--- src/rtl/spi_responder.sv ---
// spi_responder - SPI mode-0 target that lets an external host exchange bytes
// with the CPU through one memory-mapped I/O word.
//
// All pins are resynchronised into the clk domain; the block runs only on clk.
// The host SCK must be at most clk/8.
//
// Optional feature macro: SPI_RESPONDER_FRAMECNT_EN
//   defined   -> out[12:8] counts complete bytes in the current or most recent
//                CSX-low frame (saturating at 31, zeroed on CSX fall)
//   undefined -> out[12:8] is constant 0 and no counter is built
//
// Ports:
//   clk     in   internal clock
//   resetx  in   synchronous active-low reset
//   in      in   CPU write data: [7:0] TX byte, [8] clear RX, [9] queue TX
//   load    in   memory-map write strobe
//   out     out  {rx_empty, tx_pending, overrun, frame_cnt/0, last RX byte}
//   SCK     in   serial clock from host
//   CSX     in   chip select, active low
//   SDI     in   host->target data (MOSI)
//   SDO     out  target->host data (MISO)
//   SDO_EN  out  1 = drive the SDO pad, 0 = tri-state at top level

module spi_responder #(
  parameter logic [7:0] FILL        = 8'hFF,
  parameter int         SYNC_STAGES = 2      // must be at least 2
) (
  input  logic        clk,
  input  logic        resetx,
  input  logic [15:0] in,
  input  logic        load,
  output logic [15:0] out,
  input  logic        SCK,
  input  logic        CSX,
  input  logic        SDI,
  output logic        SDO,
  output logic        SDO_EN
);

  localparam logic [1:0] ST_WAIT  = 2'd0;
  localparam logic [1:0] ST_IDLE  = 2'd1;
  localparam logic [1:0] ST_SHIFT = 2'd2;

  logic [SYNC_STAGES-1:0] sck_sync;
  logic [SYNC_STAGES-1:0] cs_sync;
  logic [SYNC_STAGES-1:0] sdi_sync;
  logic sck_s, cs_s, sdi_s;
  logic sck_d, cs_d;
  logic sck_rise, sck_fall, cs_fall, cs_rise;

  logic [1:0] state;
  logic [2:0] bit_cnt;
  logic [7:0] tx_shift;
  logic [7:0] rx_shift;
  logic       rx_done;
  logic       sdo_int;
  logic       sdo_en_int;

  logic [7:0] hold;
  logic       pending;
  logic       reload;
  logic [7:0] reload_byte;

  logic       rx_empty;
  logic       overrun;
  logic [7:0] rx_data;
  logic [4:0] frame_field;

  logic       queue_wr;
  logic       clear_wr;
  logic       unused_in;

  assign queue_wr  = load & in[9];
  assign clear_wr  = load & in[8];
  assign unused_in = ^in[15:10];

  // Pin synchronisers are deliberately not reset: they keep sampling the pins
  // during reset so the WAIT state sees the true CSX level afterwards.
  always_ff @(posedge clk) begin
    sck_sync <= {sck_sync[SYNC_STAGES-2:0], SCK};
    cs_sync  <= {cs_sync[SYNC_STAGES-2:0], CSX};
    sdi_sync <= {sdi_sync[SYNC_STAGES-2:0], SDI};
    sck_d    <= sck_sync[SYNC_STAGES-1];
    cs_d     <= cs_sync[SYNC_STAGES-1];
  end

  assign sck_s    = sck_sync[SYNC_STAGES-1];
  assign cs_s     = cs_sync[SYNC_STAGES-1];
  assign sdi_s    = sdi_sync[SYNC_STAGES-1];
  assign sck_rise = sck_s & ~sck_d;
  assign sck_fall = ~sck_s & sck_d;
  assign cs_fall  = ~cs_s & cs_d;
  assign cs_rise  = cs_s & ~cs_d;

  // A TX reload happens at frame start and at every byte boundary (the SCK
  // fall after the 8th rise). It takes the queued byte if there is one.
  assign reload_byte = pending ? hold : FILL;
  assign reload = ((state == ST_IDLE) && cs_fall) ||
                  ((state == ST_SHIFT) && !cs_rise && sck_fall && (bit_cnt == 3'd0));

  // Frame state machine: WAIT holds off until CSX is seen high (both the
  // synchronised level and its delayed copy) so that a reset released in
  // the middle of a host frame never joins that frame part-way through.
  always_ff @(posedge clk) begin
    if (!resetx) begin
      state      <= ST_WAIT;
      bit_cnt    <= 3'd0;
      tx_shift   <= FILL;
      rx_shift   <= 8'h00;
      rx_done    <= 1'b0;
      sdo_int    <= 1'b1;
      sdo_en_int <= 1'b0;
    end else begin
      rx_done <= 1'b0;
      case (state)
        ST_WAIT: begin
          sdo_en_int <= 1'b0;
          if (cs_s && cs_d) state <= ST_IDLE;
        end
        ST_IDLE: begin
          sdo_en_int <= 1'b0;
          if (cs_fall) begin
            tx_shift   <= reload_byte;
            sdo_int    <= reload_byte[7];
            sdo_en_int <= 1'b1;
            bit_cnt    <= 3'd0;
            state      <= ST_SHIFT;
          end
        end
        ST_SHIFT: begin
          if (cs_rise) begin
            state      <= ST_IDLE;
            sdo_en_int <= 1'b0;
            bit_cnt    <= 3'd0;
          end else begin
            if (sck_rise) begin
              rx_shift <= {rx_shift[6:0], sdi_s};
              bit_cnt  <= bit_cnt + 3'd1;
              if (bit_cnt == 3'd7) rx_done <= 1'b1;
            end
            if (sck_fall) begin
              if (bit_cnt == 3'd0) begin
                tx_shift <= reload_byte;
                sdo_int  <= reload_byte[7];
              end else begin
                tx_shift <= {tx_shift[6:0], 1'b0};
                sdo_int  <= tx_shift[6];
              end
            end
          end
        end
        default: state <= ST_WAIT;
      endcase
    end
  end

  // TX holding register: a CPU queue write beats a simultaneous reload, so the
  // reload sees the old byte and the new one stays pending for the next byte.
  always_ff @(posedge clk) begin
    if (!resetx) begin
      hold    <= 8'h00;
      pending <= 1'b0;
    end else if (queue_wr) begin
      hold    <= in[7:0];
      pending <= 1'b1;
    end else if (reload && pending) begin
      pending <= 1'b0;
    end
  end

  // RX status: a completed byte always wins over a clear in the same cycle,
  // and in that case the clear still cancels any overrun.
  always_ff @(posedge clk) begin
    if (!resetx) begin
      rx_empty <= 1'b1;
      overrun  <= 1'b0;
      rx_data  <= 8'h00;
    end else if (rx_done) begin
      rx_data  <= rx_shift;
      rx_empty <= 1'b0;
      if (clear_wr)       overrun <= 1'b0;
      else if (!rx_empty) overrun <= 1'b1;
    end else if (clear_wr) begin
      rx_empty <= 1'b1;
      overrun  <= 1'b0;
    end
  end

`ifdef SPI_RESPONDER_FRAMECNT_EN
  logic [4:0] frame_cnt;

  // Complete-byte count for the current or most recent frame.
  always_ff @(posedge clk) begin
    if (!resetx) begin
      frame_cnt <= 5'd0;
    end else if ((state == ST_IDLE) && cs_fall) begin
      frame_cnt <= 5'd0;
    end else if (rx_done && (frame_cnt != 5'd31)) begin
      frame_cnt <= frame_cnt + 5'd1;
    end
  end

  assign frame_field = frame_cnt;
`else
  assign frame_field = 5'd0;
`endif

  // Pad register: one extra stage so SDO and SDO_EN change together and
  // never glitch from the combinational edge logic.
  always_ff @(posedge clk) begin
    if (!resetx) begin
      SDO    <= 1'b1;
      SDO_EN <= 1'b0;
    end else begin
      SDO    <= sdo_int;
      SDO_EN <= sdo_en_int;
    end
  end

  assign out = {rx_empty, pending, overrun, frame_field, rx_data};

endmodule
--- config.mk ---
export PLATFORM = sky130hd
export DESIGN_NAME = spi_responder
export DESIGN_NICKNAME = d
export VERILOG_FILES = /design/src/rtl/spi_responder.sv
export SDC_FILE = /design/constraint.sdc
export NUM_CORES = 1
export LEC_CHECK = 0
export ABC_AREA = 1
export BUFFER_PORTS_ARGS = -buffer_cell sky130_fd_sc_hd__clkbuf_2
export CAP_MARGIN = 20
export CORE_MARGIN = 2
export CORE_UTILIZATION = 40
export CTS_BUF_LIST = sky130_fd_sc_hd__clkbuf_4 sky130_fd_sc_hd__clkbuf_8 sky130_fd_sc_hd__clkbuf_16
export CTS_CLUSTER_SIZE = 40
export DETAILED_ROUTE_END_ITERATION = 8
export GPL_TIMING_DRIVEN = 1
export HOLD_SLACK_MARGIN = 0.03
export PLACE_DENSITY = 0.71
export SLEW_MARGIN = 20
export SYNTH_ARGS = -nofsm -noshare
export SYNTH_HDL_FRONTEND = slang
export SYNTH_SLANG_ARGS = --single-unit
--- constraint.sdc ---
create_clock -name clk -period 1.6 [get_ports clk]
set_input_delay 0.4 -clock clk [delete_from_list [all_inputs] [get_ports clk]]
set_output_delay 0.4 -clock clk [all_outputs]
set_load 0.005 [all_outputs]
## Word-level counts from Yosys, hierarchy flattened

Index checks and enable logic that the tools add are counted.

| word-level totals | value |
|---|---|
| flip-flop bits (word level) | 52 |
| latch bits | 0 |
| bits in writable memories | 0 |
| memory bits (read-only) | 0 |
| bits of input ports | 22 |
| output and inout bits | 18 |
| logic and storage cells | 96 |
| memories | 0 |

| operators by class | value |
|---|---|
| $add $sub $neg | 1 |
| multiply operators | 0 |
| divide/modulo/power cells | 0 |
| magnitude comparators | 0 |
| eq/ne operators | 10 |
| shift-type cells | 0 |
| mux-type cells | 31 |
| bitwise gates (word level) | 14 |
| reduce and logical (&&, ||, !) cells | 21 |

Operators by type and width:

| cell | number |
|---|---|
| $mux 7 | 4 |
| $mux 1 | 15 |
| $pmux 7 s2 | 1 |
| $ne 2x2->1 const B | 5 |
| $mux 3 | 3 |
| $reduce_and 3->1 | 3 |
| $mux 8 | 1 |
| $not 1->1 | 8 |
| $and 1x1->1 | 6 |
| $logic_and 1x1->1 | 6 |
| $mux 2 | 3 |
| $pmux 2 s3 | 1 |
| $pmux 3 s2 | 1 |
| $reduce_bool 2->1 | 3 |
| $reduce_and 2->1 | 2 |
| $reduce_and 4->1 | 1 |
| $reduce_or 4->1 | 1 |
| $add 3x1->3 const B | 1 |
| $eq 3x3->1 const B | 1 |
| $logic_not 3->1 | 1 |
| $ne 3x3->1 const B | 1 |
| $pmux 1 s3 | 1 |
| $reduce_bool 3->1 | 1 |
| $eq 2x1->1 const B | 1 |
| 6 further kinds | 6 |

## Logic depth before layout (Yosys ltp)

Gate-level depths: netlist (run 1).

| depth | value |
|---|---|
| depth in word-level cells | 10 |
| depth in mapped cells | 9 |
| depth with buffers taken out | 9 |

## Worst setup path before layout (run 1)

OpenSTA, ideal clock, no wires.

| path | value |
|---|---|
| path kind | flip-flop to flip-flop |
| start | register bit_cnt[0] |
| end | register tx_shift[6] |
| setup time | 0.134 ns |
| arrival time | 1.032 ns |
| data required time | 1.466 ns |
| setup slack | 0.434 ns |
| cell stages (with the launch flop) | 10 |
| path buffers | 0 |
| clock period less this slack | 1.166 ns |
| path through | dfxtp_1 > inv_1 > ha_1 > nand2_1 > nand2_1 > clkinv_2 > nand2_1 > nand2_1 > nand2_1 > nand3_1 |

| between the ends | value |
|---|---|
| cells in the longest elaborated chain, start to end | 5 |

RTL lines:

| element | line | text |
|---|---|---|
| start: declaration | 52 | `logic [2:0] bit_cnt;` |
| start signal: assignment | 138 | `bit_cnt <= bit_cnt + 3'd1;` |
| $logic_not 3->1 | 142 | `if (bit_cnt == 3'd0) begin` |
| $mux 7 | 142 |  |
| $mux 7 | 141 | `if (sck_fall) begin` |
| $mux 7 | 131 | `if (cs_rise) begin` |
| $pmux 7 s2 | 115 | `case (state)` |
| end signal: assignment | 123 | `tx_shift <= reload_byte;` |
| end signal: assignment | 143 | `tx_shift <= reload_byte;` |
| end signal: assignment | 146 | `tx_shift <= {tx_shift[6:0], 1'b0};` |
| end: declaration | 53 | `logic [7:0] tx_shift;` |

No other way between the ends. The select of a mux whose other input is x is not followed.
A chain may end at the register's enable or synchronous reset.

## Worst setup path in the final report (run 1)

Ends and elaborated chain as after synthesis.

==> results of run 1 <==
-- power breakdown --
| part | total (uW) | switching, uW | internal [uW] |
|---|---|---|---|
| Clock | 917 | 427 | 490 |
| Combinational | 167 | 100 | 66.9 |
| Sequential | 1360 | 24.6 | 1340 |
| Total | 2450 | 552 | 1890 |
-- cell usage after synthesis --
library cell	count
inv_1	28
conb_1	1
nor2_2	2
buf_4	8
or2_2	1
a21oi_1	20
nand4_1	1
nor2_1	36
buf_1	1
ha_1	3
o21ai_0	25
nand2_2	2
nand2_1	57
dfxtp_1	52
clkinv_2	1
nand2_4	1
buf_2	3
nor2_4	1
clkbuf_8	2
nand3_1	20
inv_2	1
clkbuf_1	1
buf_6	1
o22ai_1	1
nand4_4	1
nor3b_2	1
-- final timing paths --
path | to | start | cells after the start
setup / recovery | tx_shift[6]$_SDFFE_PN1P_ | bit_cnt[0]$_SDFFE_PN0P_ | 9
hold reg to reg | sdi_sync[1]$_DFF_P_ | sdi_sync[0]$_DFF_P_ | 0
setup reg to reg | tx_shift[6]$_SDFFE_PN1P_ | bit_cnt[0]$_SDFFE_PN0P_ | 9
hold / removal | sck_sync[0]$_DFF_P_ | SCK | 1
-- flip-flops by register name, summed over array words and instances, names as in the netlist, 2 cells and up --
register / flops
tx_shift: 7
cs_sync: 2
sdi_sync: 2
rx_data: 8
hold: 8
bit_cnt: 3
state: 2
rx_shift: 8
sck_sync: 2
-- worst reg2reg max path, cell delays in order, from the launching register on --
cell,delay [ns]
dfxtp_1,0.34
inv_1,0.08
ha_1,0.14
nand2_1,0.07
nand2_2,0.16
clkinv_2,0.15
nand2_1,0.09
nand2_1,0.05
nand2_1,0.05
nand3_1,0.06
-- layout make-up --
cell class,count,area (um^2),share of cell area
timing repair buffer,31,175,0.0740
inverter,30,114,0.0481
tap,70,87.6,0.0370
multi-input combinational,177,833,0.352
clock inverter,2,38.8,0.0164
clock buffer,6,76.3,0.0323
sequential,52,1040,0.440
-- stage by stage --
step	power, uW	hold WS (ns)	instances	setup WS (ns)	cell area (um^2)
final	2450	0.191	368	0.287	2370
after global routing	2550	0.162	368	0.103	2370
after CTS	2470	0.181	368	0.170	2360
after detailed placement	1560	0.312	360	0.197	2250
after global placement	1550	0.311	360	0.228	2250
after floorplan	1520	0.310	275	0.434	2110
-- layer usage --
metal  GRT usage  part of all wire
met1       0.154              0.43
met3      0.0427             0.046
met4      0.0564             0.015
met2       0.261              0.51
met5           0                 0
-- logic make-up after synthesis --
family          Yosys count  share of synthesized area
compound gates           46                      0.111
fa+ha+maj                 3                     0.0179
buf+inv                  46                      0.112
flops                    52                      0.498
other cells               1                    0.00179
simple gates            123                      0.260
==> impl_metrics.py, run 1 <==
metrics = {
    "layout": {
        "final_common_cell": "nand2_1",
        "fin_nets": 322,
        "drive_gt1_frac": 0.171,
        "mostFrequentLayoutCells": "56 x nand2_1, 52 x dfxtp_1, 36 x nor2_1, 28 x inv_1, 28 x clkbuf_2",
        "area_growth_pct": 13.1,
        "fillers": 504,
        "finish.utilization": 0.466,
        "antenna_cells": 0,
    },
    "worst_setup_path": {
        "cp.arrival_ns": 1.49,
        "criticalPathCategory": "flop to flop",
        "cp.required_ns": 1.78,
        "rrSetupSlack_ns": 0.29,
        "path_cells": "inv_1, ha_1, nand2_1, nand2_2, clkinv_2, nand2_1, nand2_1, nand2_1, nand3_1",
        "crit_family": "simple AND/OR/NAND/NOR gates",
        "path_buf_inv": 2,
        "worstSetupStartpointType": "flop",
        "crit_top_cell": "nand2_1",
        "slowest_stage": "dfxtp_1",
        "critPathMaxStageDelay_ns": 0.34,
        "path_max_fanout": 8,
        "crit_path_end_kind": "flop",
    },
    "clock_network": {
        "cts-htree-levels": 2,
        "post_cts_resized": 0,
        "cts_tree": "built",
        "cts-root-buf": "clkbuf_8",
        "clock_latency_ns": 0.30,
        "cts.sinks": 52,
        "cts.path.max_buffers": 2,
        "cts_buffers": 5,
        "hold_buffers": 0,
        "clkTransAtPathRegs_ns": 0.09,
        "cts_setup_buffers": 0,
    },
    "global_routing": {
        "grt_use_total": 0.143,
        "grt_pass1_vias": 1629,
        "grt_overflow_total": 0,
        "grt_max_degree": 21,
        "grt_first_pass_wirelength_um": 6780,
        "antenna_found_initial": 0,
    },
    "synthesis": {
        "synth_area_per_cell_um2": 7.72,
        "synth_top_area_frac": 0.498,
        "ys_seq_area_frac": 0.498,
        "ys_warn_count": 0,
        "synth_seq_cells": 52,
        "post-synth-top-area-cell": "dfxtp_1",
        "synthTopCellsByArea": "dfxtp_1 50%, nand2_1 10%, nor2_1 6.5%, o21ai_0 6.0%, inv_1 5.0%",
        "syn-cell-area_um2": 2090,
        "ys_types": 26,
        "synthCells": 271,
    },
    "die": {
        "die_x_um": 76.3,
        "die_h_um": 76.3,
        "rows": 26,
        "ios": 40,
        "core_area_um2": 5070,
        "dieArea_um2": 5820,
        "start_util": 0.412,
    },
    "routing": {
        "via_count": 1696,
        "vias_per_cell": 4.61,
        "drcViolationCount": 0,
        "postRouteAntennaNets": 0,
        "drt-initial-drc-count": 85,
        "detail_route.first_pass.iterations": 4,
        "postRouteWirelength_um": 3870,
        "wl_per_cell_um": 10.5,
    },
    "power": {
        "ir_drop_mv": 0.496,
        "p_leak_uw": 0.00112,
        "p_per_area_nw_per_um2": 1030,
    },
    "sta": {
        "drv_slew": 0,
        "relSlewSlack": 0.662,
        "tightest_slew_ns": 0.507,
        "min_period_over_period": 0.821,
        "finalHoldViolCount": 0,
        "clock.fmax_mhz": 761,
        "setup_tns_ns": 0,
        "grt_setup_unrepaired": "false",
        "finalSetupViolCount": 0,
        "clock-skew-final_ns": 0.00623,
        "min_period_ns": 1.31,
    },
    "min_path": {
        "min_path_type": "input pin to flop",
    },
    "place": {
        "dp_hpwl_um": 2770,
        "io_buffers": 28,
        "place.gp.congestion": 0.772,
    },
    "status": {
        "status": "complete, no violations",
    },
    "flow_run": {
        "cap_violations": 0,
    },
}
Note: power is estimated with default switching activity, not from simulation.
==> inputs of run 2 (changes only) <==
- PLACE_DENSITY: 0.71 -> 0.73
- clock period: 1.6 -> 1.17 ns (I/O delays scaled with it)
==> run 2 against run 1 <==
The run now ends with negative setup slack left. Global-route usage grew 0.23 points. Via count is 3.9% higher. Setup slack got worse by 0.31 ns. First-iteration DRC count is 14% higher. Non-clock buffer count rose by 13. Largest power group unchanged. Cell area is 9.7% higher. Critical endpoint is now bit_cnt[2]$_SDFFE_PN0P_. Flip-flop and latch count unchanged. Clock power rose by 35%.
==> impl_metrics.py, run 2 (same netlist as run 1, synthesis figures left out) <==
metrics = {
    "routing": {
        "drcViolationCount": 0,
        "detail_route.first_pass.iterations": 4,
        "wl_per_cell_um": 10.9,
        "via_count": 1762,
        "postRouteWirelength_um": 4170,
        "drt-initial-drc-count": 97,
        "vias_per_cell": 4.61,
        "postRouteAntennaNets": 0,
    },
    "layout": {
        "fin_nets": 336,
        "area_growth_pct": 24.1,
        "mostFrequentLayoutCells": "50 x nand2_1, 46 x dfxtp_1, 35 x nor2_1, 28 x clkbuf_2, 23 x inv_1",
        "drive_gt1_frac": 0.279,
        "reg_top3": "hold (8), rx_data (8), rx_shift (8)",
        "antenna_cells": 0,
        "final_common_cell": "nand2_1",
        "fillers": 489,
    },
    "flow_run": {
        "cap_violations": 0,
    },
    "global_routing": {
        "antenna_found_initial": 0,
        "grt_overflow_total": 0,
        "grt_use_total": 0.145,
        "grt_first_pass_wirelength_um": 6920,
        "grt_max_degree": 18,
        "grt_pass1_vias": 1642,
    },
    "place": {
        "dp_hpwl_um": 2720,
        "io_buffers": 28,
        "place.gp.congestion": 0.818,
    },
    "clock_network": {
        "cts_tree": "built",
        "cts.path.max_buffers": 2,
        "cts_buffers": 5,
        "hold_buffers": 0,
        "cts-root-buf": "clkbuf_8",
        "cts-htree-levels": 2,
        "cts.sinks": 52,
        "clock_latency_ns": 0.31,
        "clkTransAtPathRegs_ns": 0.09,
    },
    "worst_setup_path": {
        "critPathMaxStageDelay_ns": 0.34,
        "crit_family": "adder cells",
        "slowest_stage": "dfxtp_2",
        "path_cells": "buf_6, ha_4, ha_4, nand2_2, nor2_1, nor2_1, nor2_1",
        "crit_path_end_kind": "flop",
        "crit_top_cell": "nor2_1",
        "worstSetupStartpointType": "flop",
        "cp.arrival_ns": 1.44,
        "path_max_fanout": 2,
        "path_buf_inv": 1,
        "criticalPathCategory": "flop to flop",
        "cp.required_ns": 1.42,
    },
    "sta": {
        "fin_ws_ns": -0.0193,
        "drv_slew": 0,
        "finalSetupViolCount": 1,
        "finalHoldViolCount": 0,
        "setup_tns_ns": -0.0193,
        "min_period_over_period": 1.02,
        "grt_setup_unrepaired": "true",
        "min_period_ns": 1.19,
        "clock-skew-final_ns": 0.00496,
        "clock.fmax_mhz": 841,
    },
    "die": {
        "ios": 40,
        "die_x_um": 76.3,
        "die_h_um": 76.3,
        "rows": 26,
        "start_util": 0.412,
        "core_area_um2": 5070,
        "dieArea_um2": 5820,
    },
    "power": {
        "finalPower_uw": 3400,
        "ir_drop_mv": 0.815,
        "p_leak_uw": 0.00122,
        "p_per_area_nw_per_um2": 1310,
    },
    "min_path": {
        "min_path_type": "input pin to flop",
    },
    "status": {
        "violations": "negative setup slack",
        "status": "finished, violations left",
    },
}
-- run 2: cell count changes in the layout (fill, tap and decap cells not counted), sizes merged --
| cell | delta |
|---|---|
| buf | +13 |
| clkbuf | -1 |
| inv | +1 |
| clkinvlp | +1 |
| clkinv | -1 |
| nand4 | +1 |
-- run 2: power breakdown --
part / internal (uW) / switching [uW]
combinational: 121 / 167
clock: 644 / 599
sequential: 1830 / 38.6
total: 2600 / 805
-- run 2: worst paths after layout --
| check | from | to | slack (ns) | depth (start not counted) |
|---|---|---|---|---|
| max | bit_cnt[0]$_SDFFE_PN0P_ | bit_cnt[2]$_SDFFE_PN0P_ | -0.02 | 7 |
| min | SDI | sdi_sync[0]$_DFF_P_ | 0.08 | 1 |
| max reg2reg | bit_cnt[0]$_SDFFE_PN0P_ | bit_cnt[2]$_SDFFE_PN0P_ | -0.02 | 7 |
| min reg2reg | cs_sync[0]$_DFF_P_ | cs_sync[1]$_DFF_P_ | 0.33 | 0 |
-- run 2: final cells by class --
class                      instances  area (um^2)  area share
inverter                          30          125      0.0482
clock inverter                     3         46.3      0.0178
tap                               70         87.6      0.0337
multi-input combinational        178          948       0.365
timing repair buffer              44          272       0.105
sequential                        52         1050       0.404
clock buffer                       5         68.8      0.0265
-- run 2: worst reg2reg max path, cell delays in order (launching register included) --
cell	delay (ns)
dfxtp_2	0.34
buf_6	0.12
ha_4	0.16
ha_4	0.26
nand2_2	0.04
nor2_1	0.08
nor2_1	0.06
nor2_1	0.09
-- run 2: routing by layer --
metal | wire length, um | track usage
met1 | 1960 | 0.177
met4 | 84 | 0.0709
met5 | 0 | 0
met2 | 2010 | 0.239
met3 | 124 | 0.0367
-- run 2: what timing repair did --
item                                    CTS  global route
endpoints found under the setup margin   18            23
endpoints found under the hold margin     0             0
gates cloned                              0             1
gates resized for setup                  11            35
setup buffers                             0             1
pin swaps                                 7            12
-- run 2: through the flow --
step	hold WS [ns]	setup slack (ns)	area, um^2	utilization	instances
after floorplan	0.310	0.00428	2110	-	275
after global placement	0.312	-0.181	2330	0.458	372
after detailed placement	0.315	-0.194	2330	0.458	372
after CTS	0.0664	-0.0641	2490	0.490	380
after global routing	0.0645	-0.0870	2600	0.512	382
final	0.0800	-0.0193	2600	0.512	382
==> inputs of run 3 (changes only) <==
- CORE_UTILIZATION: 40 -> 49
- PLACE_DENSITY: 0.73 -> 0.85
==> run 3 against run 2 <==
The flow still finishes with violations (negative setup slack). Global-route usage grew 1.9 points. Cell area grew 0.53%. Setup slack lost 0.0087 ns. Routed wire length grew 5.4%. Clock-buffer cell count grew 2. Clock power shrank 15%. Critical path depth grew 1.
==> impl_metrics.py, run 3 (same netlist as run 1, synthesis figures left out) <==
metrics = {
    "layout": {
        "area_growth_pct": 24.8,
        "final_common_cell": "nand2_1",
        "drive_gt1_frac": 0.308,
        "antenna_cells": 0,
        "reg_top3": "hold (8), rx_data (8), rx_shift (8)",
        "fin_nets": 333,
        "mostFrequentLayoutCells": "46 x nand2_1, 45 x dfxtp_1, 32 x nor2_1, 28 x clkbuf_2, 23 x inv_1",
    },
    "die": {
        "ios": 40,
        "die_x_um": 69.3,
        "core_area_um2": 4060,
        "dieArea_um2": 4810,
        "rows": 23,
        "start_util": 0.516,
        "die_h_um": 69.3,
    },
    "status": {
        "status": "finished, violations left",
        "violations": "negative setup slack",
    },
    "power": {
        "ir_drop_mv": 0.819,
        "swShare": 0.231,
        "p_leak_uw": 0.00120,
        "clockPowerShare": 0.326,
        "p_per_area_nw_per_um2": 1240,
        "finalPower_uw": 3230,
        "cellInternalPower_uw": 2490,
        "seq_power_share": 0.580,
        "combPwrFrac": 0.094,
        "netSwitchingPower_uw": 747,
    },
    "sta": {
        "drv_slew": 0,
        "clock-skew-final_ns": 0.00387,
        "fin_ws_ns": -0.0280,
        "finalSetupViolCount": 7,
        "grt_setup_unrepaired": "true",
        "clock.fmax_mhz": 835,
        "setup_tns_ns": -0.0546,
        "min_period_over_period": 1.02,
        "finalHoldViolCount": 0,
        "min_period_ns": 1.20,
    },
    "routing": {
        "drt-initial-drc-count": 113,
        "drcViolationCount": 0,
        "postRouteAntennaNets": 0,
        "vias_per_cell": 5.00,
        "postRouteWirelength_um": 4400,
        "detail_route.first_pass.iterations": 4,
        "wl_per_cell_um": 12.3,
        "via_count": 1789,
    },
    "place": {
        "io_buffers": 28,
        "place.gp.congestion": 0.856,
        "dp_hpwl_um": 2710,
    },
    "worst_setup_path": {
        "criticalPathCategory": "flop to flop",
        "crit_path_end_kind": "flop",
        "worstSetupStartpointType": "flop",
        "rrSetupSlack_ns": -0.03,
        "startpoint": "state[1]$_SDFFE_PN0P_",
        "cp.required_ns": 1.36,
        "critical_path.endpoint": "tx_shift[1]$_SDFFE_PN1P_",
        "cp.arrival_ns": 1.39,
        "path_max_fanout": 8,
        "r2r_cells": 8,
        "timing.rr.start": "state[1]$_SDFFE_PN0P_",
        "reg2reg_to": "tx_shift[1]$_SDFFE_PN1P_",
    },
    "clock_network": {
        "clock_latency_ns": 0.30,
        "cts.path.max_buffers": 2,
        "cts.sinks": 52,
        "cts-root-buf": "clkbuf_8",
        "hold_buffers": 0,
        "cts_tree": "built",
        "cts-htree-levels": 2,
        "clkTransAtPathRegs_ns": 0.08,
        "cts_buffers": 5,
    },
    "global_routing": {
        "grt_pass1_vias": 1583,
        "grt_use_total": 0.165,
        "grt_overflow_total": 0,
        "antenna_found_initial": 0,
        "grt_max_degree": 21,
        "grt_first_pass_wirelength_um": 6450,
    },
    "min_path": {
        "min_path_type": "input pin to flop",
    },
    "flow_run": {
        "cap_violations": 0,
    },
}
[run 3: changes by cell type in the layout (fill, tap and decap cells not counted), sizes merged]
cell	change
buf	-3
bufinv	-1
clkbuf	+2
clkinvlp	-1
inv	-1
[run 3: worst max-delay path: stages (launching register included)]
cell     delay [ns]
dfxtp_2        0.35
inv_2          0.05
nor2_4         0.18
buf_12         0.13
nand2_8        0.07
o21ai_0        0.09
nand2_1        0.09
nand2_1        0.07
nand3_1        0.06
[run 3: power by group through the flow]
stage	sequential (uW)	combinational (uW)	clock, uW
after floorplan	1890	179	0
after global placement	1900	230	0
after detailed placement	1900	237	0
after CTS	1860	248	1090
after global routing	1880	340	1160
final	1870	304	1050
[run 3: layout make-up]
type	instances	area, um^2
fill	343	1450
sequential	52	1050
multi-input combinational	178	990
timing repair buffer	41	287
inverter	30	125
clock buffer	7	96.3
tap	50	62.6
[run 3: metrics by stage]
step / cells / util / hold slack, ns / setup WS [ns] / instance area, um^2
finish: 358 / 0.643 / 0.0897 / -0.0280 / 2610
detailed placement: 347 / 0.561 / 0.314 / -0.177 / 2280
CTS: 354 / 0.595 / 0.0786 / -0.0221 / 2410
global placement: 347 / 0.561 / 0.310 / -0.135 / 2280
floorplan: 275 / - / 0.310 / 0.00428 / 2110
global route: 358 / 0.643 / 0.0744 / -0.100 / 2610
[run 3: routing by layer]
metal	GRT usage	vias to the layer above	part of all wire
met1	0.190	805	0.40
li1	-	925	-
met4	0.0763	0	0.025
met2	0.283	48	0.53
met3	0.0436	11	0.044
met5	0	-	0
[run 3: worst min-delay path by stage]
stage / endpoint / slack (ns) / cells after the start / from
5_1_grt: sck_sync[0]$_DFF_P_ / 0.07 / 1 / SCK
3_3_place_gp: sdi_sync[1]$_DFF_P_ / 0.31 / 0 / sdi_sync[0]$_DFF_P_
3_5_place_dp: sdi_sync[1]$_DFF_P_ / 0.31 / 0 / sdi_sync[0]$_DFF_P_
2_1_floorplan: cs_sync[1]$_DFF_P_ / 0.31 / 0 / cs_sync[0]$_DFF_P_
4_1_cts: sck_sync[0]$_DFF_P_ / 0.08 / 1 / SCK
6_report: sck_sync[0]$_DFF_P_ / 0.09 / 1 / SCK
[run 3: what timing repair did]
item                                    4_1_cts  5_1_grt
endpoints found under the setup margin       10       22
gates cloned                                  0        1
resized for setup                            12       46
pin swaps                                     6       15
buffers inserted                              0        3
